$ cat src/rtl/address_generate_pipe.sv
// address_generate_pipe: two-stage effective/linear address generator.
// Stage 1 forms the effective address (base + index<<scale + disp, with
// optional 16-bit wrap) and resolves the segment; stage 2 adds the segment
// base and raises a fault for invalid segments.
// Optional macro AGU_LIMIT_CHECK_EN adds a segment limit check in stage 2.
`timescale 1ns/1ps
module address_generate_pipe #(
  parameter int ADDR_WIDTH = 32,
  parameter int NUM_SEG    = 6
) (
  input  logic                          clock,
  input  logic                          reset,
  input  logic                          in_valid,
  output logic                          in_ready,
  input  logic                          in_address_size,
  input  logic [ADDR_WIDTH-1:0]         in_base,
  input  logic [ADDR_WIDTH-1:0]         in_index,
  input  logic [1:0]                    in_scale,
  input  logic [ADDR_WIDTH-1:0]         in_displacement,
  input  logic [2:0]                    in_seg_default,
  input  logic                          in_seg_override_valid,
  input  logic [2:0]                    in_seg_override,
  input  logic [NUM_SEG*ADDR_WIDTH-1:0] seg_base,
  input  logic [NUM_SEG*ADDR_WIDTH-1:0] seg_limit,
  output logic                          out_valid,
  input  logic                          out_ready,
  output logic [ADDR_WIDTH-1:0]         out_linear,
  output logic [ADDR_WIDTH-1:0]         out_offset,
  output logic [2:0]                    out_seg,
  output logic                          out_fault
);

  localparam logic [ADDR_WIDTH-1:0] MASK16 = ADDR_WIDTH'(17'h0FFFF);

  logic                  s1_valid;
  logic [ADDR_WIDTH-1:0] s1_ea;
  logic [2:0]            s1_seg;

  logic                  s2_advance;
  logic [ADDR_WIDTH-1:0] index_scaled;
  logic [ADDR_WIDTH-1:0] ea_sum;
  logic [ADDR_WIDTH-1:0] ea_next;
  logic [2:0]            seg_next;

  logic [ADDR_WIDTH-1:0] sel_base;
  logic                  seg_bad;
  logic                  limit_fault;
  logic [ADDR_WIDTH-1:0] linear_next;

  // Output stage can take new data when empty or being consumed now.
  assign s2_advance = !out_valid || out_ready;
  assign in_ready   = !s1_valid || s2_advance;

  // Stage 1 arithmetic; carries past ADDR_WIDTH fall off naturally.
  assign index_scaled = in_index << in_scale;
  assign ea_sum       = in_base + index_scaled + in_displacement;
  assign ea_next      = in_address_size ? ea_sum : (ea_sum & MASK16);
  assign seg_next     = in_seg_override_valid ? in_seg_override : in_seg_default;

  // Stage 1 register: loads whenever the input side is ready.
  always_ff @(posedge clock or posedge reset) begin
    if (reset) begin
      s1_valid <= 1'b0;
      s1_ea    <= '0;
      s1_seg   <= '0;
    end else if (in_ready) begin
      s1_valid <= in_valid;
      if (in_valid) begin
        s1_ea  <= ea_next;
        s1_seg <= seg_next;
      end
    end
  end

  // Descriptor-cache base lookup; selectors past the cache read as base 0.
  always_comb begin
    sel_base = '0;
    for (int k = 0; k < NUM_SEG; k++) begin
      if ({29'd0, s1_seg} == 32'(k)) begin
        sel_base = seg_base[k*ADDR_WIDTH +: ADDR_WIDTH];
      end
    end
  end

  assign seg_bad     = ({29'd0, s1_seg} >= 32'(NUM_SEG));
  assign linear_next = sel_base + s1_ea;

`ifdef AGU_LIMIT_CHECK_EN
  logic [ADDR_WIDTH-1:0] sel_limit;

  // Descriptor-cache limit lookup for the inclusive byte-granular check.
  always_comb begin
    sel_limit = '0;
    for (int k = 0; k < NUM_SEG; k++) begin
      if ({29'd0, s1_seg} == 32'(k)) begin
        sel_limit = seg_limit[k*ADDR_WIDTH +: ADDR_WIDTH];
      end
    end
  end

  assign limit_fault = (s1_ea > sel_limit);
`else
  logic limit_unused;
  assign limit_unused = ^seg_limit;
  assign limit_fault  = 1'b0;
`endif

  // Output stage register: holds steady under backpressure.
  always_ff @(posedge clock or posedge reset) begin
    if (reset) begin
      out_valid  <= 1'b0;
      out_linear <= '0;
      out_offset <= '0;
      out_seg    <= '0;
      out_fault  <= 1'b0;
    end else if (s2_advance) begin
      out_valid <= s1_valid;
      if (s1_valid) begin
        out_linear <= linear_next;
        out_offset <= s1_ea;
        out_seg    <= s1_seg;
        out_fault  <= seg_bad || limit_fault;
      end
    end
  end

endmodule

$ cat config.mk
export PLATFORM = sky130hd
export DESIGN_NAME = address_generate_pipe
export DESIGN_NICKNAME = d
export VERILOG_FILES = /design/src/rtl/address_generate_pipe.sv
export SDC_FILE = /design/constraint.sdc
export NUM_CORES = 1
export LEC_CHECK = 0
export CORE_AREA = 2 2 221 223
export DETAILED_ROUTE_END_ITERATION = 10
export DIE_AREA = 0 0 223 225
export HOLD_SLACK_MARGIN = 0.15
export PLACE_DENSITY = 0.51
export SYNTH_ARGS = -nofsm -noshare
export SYNTH_HDL_FRONTEND = slang
export SYNTH_SLANG_ARGS = --single-unit
export TNS_END_PERCENT = 1
$ cat constraint.sdc
create_clock -name clock -period 8.8 [get_ports clock]
set_input_delay 2.64 -clock clock [delete_from_list [all_inputs] [get_ports clock]]
set_output_delay 2.64 -clock clock [all_outputs]
set_load 0.1 [all_outputs]
## Word-level counts from Yosys, hierarchy flattened

Cells that the tools add are included.
W data, S select, Z words.

| word-level totals | value |
|---|---|
| register bits after elaboration | 105 |
| input port bits | 494 |
| output and inout bits | 70 |

| operators by class | value |
|---|---|
| add/sub/neg operators | 3 |
| reductions and logical operators | 7 |
| magnitude comparators | 1 |
| equality and inequality tests | 5 |
| shift-type cells | 1 |
| multiplexer cells | 8 |

Operators by type and width:

| operator | count |
|---|---|
| $mux W32 | 7 |
| $add A32 B32 Y32 | 3 |
| $shl A32 B2 Y32 | 1 |
| $eq A3 B2 Y1 const B | 2 |
| $eq A3 B3 Y1 const B | 2 |
| $reduce_and A2 Y1 | 2 |
| $eq A3 B1 Y1 const B | 1 |
| $ge A3 B3 Y1 const B | 1 |
| $logic_not A3 Y1 | 1 |
| $mux W3 | 1 |
| $logic_not A1 Y1 | 2 |
| $logic_or A1 B1 Y1 | 2 |

## Depth between registers and ports, before layout

| logic depth | value |
|---|---|
| depth after elaboration | 8 |
| depth in mapped cells | 19 |
| mapped depth without buffers | 18 |

## Worst setup path before layout

OpenSTA, ideal clock, no wires.

| path | value |
|---|---|
| path kind | in2reg |
| from | input in_scale[1] |
| to | register s1_ea[30] |
| data arrival time | 6.561 ns |
| setup time | 0.122 ns |
| stages | 14 |
| path buffers | 3 |
| setup slack | 2.117 ns |
| data required time | 8.678 ns |
| cell sequence | clkbuf_1 clkbuf_1 clkbuf_1 mux4_2 fa_1 ha_1 inv_1 o31ai_2 a31o_4 a2111oi_4 or3_4 a2111oi_2 o21ai_1 a32o_1 |

| on the way | value |
|---|---|
| longest elaborated chain between the ends | 4 |

RTL lines:

| element | line | text |
|---|---|---|
| start, declared | 18 | `input logic [1:0] in_scale,` |
| $shl A32 B2 Y32 | 55 | `assign index_scaled = in_index << in_scale;` |
| $add A32 B32 Y32 (2 in a row) | 56 | `assign ea_sum = in_base + index_scaled + in_displacement;` |
| $mux W32 | 57 | `assign ea_next = in_address_size ? ea_sum : (ea_sum & MASK16);` |
| end signal, assigned | 69 | `s1_ea <= ea_next;` |
| end, declared | 36 | `logic [ADDR_WIDTH-1:0] s1_ea;` |

No other way between the ends.
A chain may end at the register's enable or synchronous reset.

## Worst setup path in the final report

| path | value |
|---|---|
| from | input out_ready |
| to | output in_ready |

| on the way | value |
|---|---|
| longest elaborated chain between the ends | 2 |

RTL lines:

| element | line | text |
|---|---|---|
| start, declared | 26 | `input logic out_ready,` |
| $logic_or A1 B1 Y1 | 51 | `assign s2_advance = !out_valid \|\| out_ready;` |
| $logic_or A1 B1 Y1 | 52 | `assign in_ready = !s1_valid \|\| s2_advance;` |
| end, declared | 14 | `output logic in_ready,` |

No other way between the ends.

==> key figures <==
Status
  – Status: finished, final reports clean

Pwr
  – Pwr/cell area: 284 mW/mm^2
  – Switching pwr: 2.31 mW
  – Logic pwr share: 0.686
  – Final Power: 4.09 mW
  – Pint: 1.78 mW
  – Sequential share of power: 0.212
  – Clock power frac: 0.103
  – Leak Pwr: 5.98 nW
  – Worst ir drop on vdd: 97.7 uV
  – Sw frac: 0.564

Final layout
  – Share of layout cells above drive strength 1: 0.0670
  – Multi-input logic area: 0.00678 mm^2
  – Area grow syn2layout: 48.2%
  – Design Area, Final: 0.0144 mm^2
  – Antenna diodes: 0
  – Final Net Count: 2,033
  – Filler Cell Count: 5,061
  – Reg area: 0.00263 mm^2

Floorplanning
  – Top Ports: 564
  – Chip Height: 225 um
  – Die width: 223 um
  – Die area: 0.0502 mm^2
  – Cell row count: 80
  – Initial Util: 0.204
  – Core area: 0.0475 mm^2

Route
  – Avg WL per Cell: 19.2 um
  – First DRT Iteration DRCs: 401
  – # DRC: 0
  – Total vias in the final route: 9,636
  – Initial DRT Pass Iterations: 5
  – WL final: 39,500 um
  – Detail Route Antenna Nets: 0
  – Vias/cell: 4.67

Timing
  – Slew @ Worst Pin: 1.08 ns
  – TNS Setup: 0 ns
  – Hold Vio Cnt, Final: 0
  – Worst Clk Skew: 0.00868 ns
  – Minimum clock period: 7.11 ns
  – Highest Clock Rate: 141 MHz
  – Slew Limit Fails: 0
  – Relative slew slack: 0.276
  – Setup violations, final: 0
  – RSZ-0062 raised after global routing: false
  – Final period util: 0.808

Logic synthesis
  – Post-synth top cells: nand2_1, dfrtp_1, o21ai_0
  – Synthesis-stage register bit count: 105
  – Primary FF master, synth: dfrtp_1
  – Largest cells by area after synthesis: dfrtp_1, ha_1, nand2_1, mux4_2, fa_1
  – Count leader, synth: nand2_1
  – Cell area after synthesis: 0.00972 mm^2
  – Syn avg cell area: 8.79 um^2
  – Number of synthesized flops with an enable pin: 0
  – Sequential cell area fraction in the yosys report: 0.270
  – Top-area cell type share of the netlist area: 0.270
  – Synthesized net count: 1,697
  – Synth warn: 0
  – Netlist cell types: 65
  – Ys async rst share: 1.00
  – Cells after synthesis: 1,106
  – Dominant cell type by area after synthesis: dfrtp_1

GRT
  – Total track usage: 0.155
  – Largest net degree at the start of global routing: 63
  – Overflow after GRT: 0
  – Number of global-route vias before repair: 9,787
  – Global-route wire length before repair: 58,900 um
  – Initial antenna violation count: 0

Setup path
  – Worst Reg2Reg Path Length in Cells: 17
  – CP Class: input port to output pin
  – Setup crit end kind: output pin
  – Worst setup path startpoint: out_ready
  – Critical Path, Cell by Cell: clkdlybuf4s50_1 > nand3b_1 > clkdlybuf4s50_1
  – CP endpoint: in_ready
  – Most common cell on crit path: clkdlybuf4s50_1
  – Startpoint Class: input port
  – Max incr delay on CP: 1.16 ns
  – Crit Path Max Fanout: 4
  – CP arrival: 4.47 ns
  – Worst EP required: 6.16 ns
  – Crit path max-delay cell type: clkdlybuf4s50_1
  – Reg-to-reg startpoint: s1_seg[1]
  – Worst r2r dst: out_linear[30]
  – Register-to-register setup slack: 3.06 ns

Placement
  – Port bufs: 371
  – HPWL Detailed: 32,000 um
  – Gpl congestion: 0.853
  – Placed standard-cell area: 0.0141 mm^2

Clock tree
  – CTS resizes: 0
  – Number of hold buffers added after CTS: 0
  – CTS max path bufs: 2
  – H-tree depth: 3
  – CTS tree: built
  – Clock Latency Late Sink: 0.38 ns
  – TritonCTS Buffers: 9
  – Setup bufs post-CTS: 0
  – Worst-path clk slew: 0.07 ns
  – CTS sink count: 105
  – Root buffer selected by CTS: clkbuf_16

Flow run
  – Max Cap Viol: 0

Min path
  – Hold crit path type: flip-flop to flip-flop
## cell usage in the layout, fill, tap and decap left out, drive strengths merged, types with 5 or more instances in the layout
master         Yosys  layout
a211oi             7       7
a21o              22      22
a21oi             82      82
a22o              21      21
a22oi             25      25
a311oi             5       5
a31oi             11      11
and3               5       5
buf               11      13
clkbuf            47      11
clkdlybuf4s50      0     370
dfrtp            105     105
fa                33      33
ha                64      64
inv               34      36
mux2               6       6
mux2i             36      36
mux4              33      33
nand2            213     213
nand2b            10      10
nand3              8       8
nand4              5       5
nor2              67      67
nor2b              7       7
nor3              14      14
o21ai            103     103
o21bai            12      12
o22ai              6       6
o31ai              8       8
or3                5       5
xnor2             31      31
xor2              21      21
## per-layer routing
layer / global-route usage / part of all wire / vias up
met2: 0.262 / 0.46 / 322
met1: 0.200 / 0.46 / 4606
li1: - / - / 4673
met3: 0.0338 / 0.059 / 33
met5: 0 / 0.00013 / -
met4: 0.0414 / 0.019 / 2
## area by class of cell
cell class              instances  area share
inverters                      34     0.00904
multi-input cells             909       0.471
clock buffers                  11      0.0169
well taps                     615      0.0534
clock inverters                 5     0.00330
flip-flops and latches        105       0.183
repair buffers                383       0.264
## worst max-delay path: cells and delay by family
| family | cells | cell delay [ns] |
|---|---|---|
| buffers and inverters | 2 | 1.64 |
| AND/OR/NAND/NOR | 1 | 0.18 |
## stage by stage
stage	setup slack [ns]	util	std cells	hold slack, ns
detailed placement	1.58	0.297	2046	0.463
global route	1.66	0.303	2062	0.503
CTS	1.68	0.303	2062	0.482
finish	1.69	0.303	2062	0.477
global placement	1.67	0.297	2046	0.461
floorplan	2.12	-	1106	0.467
## how the worst min path moves through the flow
stage,cells past startpoint,start,to
3_3_place_gp,2,out_offset[7],out_offset[7]
4_1_cts,2,out_seg[0],out_seg[0]
3_5_place_dp,2,out_offset[29],out_offset[29]
6_report,2,out_seg[0],out_seg[0]
5_1_grt,2,out_linear[23],out_linear[23]
2_1_floorplan,2,s1_ea[0],out_offset[0]
## power by group through the flow
| stage | combinational [mW] | sequential [mW] | clock [mW] |
|---|---|---|---|
| after floorplan | 1.12 | 1.70 | 0 |
| after global placement | 2.80 | 0.879 | 0 |
| after detailed placement | 2.82 | 0.884 | 0 |
| after CTS | 2.83 | 0.876 | 0.440 |
| after global routing | 3.02 | 0.900 | 0.456 |
| final | 2.81 | 0.866 | 0.420 |
## cell families (layout without fill, tap and decap cells)
logic type | after synthesis | in the layout | synth area share
xor gates and xnor gates | 52 | 52 | 0.0469
and+or+nand+nor | 350 | 350 | 0.152
DFF | 105 | 105 | 0.270
buffers and inverters | 92 | 433 | 0.0355
AOI/OAI and AO/OA | 335 | 335 | 0.224
adders and majority gates | 97 | 97 | 0.150
muxes | 75 | 75 | 0.120
## registers in the layout (all words and copies together), names as in the netlist
register,flops
s1_seg,3
s1_ea,32
out_fault,1
s1_valid,1
out_seg,3
out_offset,32
out_valid,1
out_linear,32
Note: power is estimated with default switching activity, not from simulation.
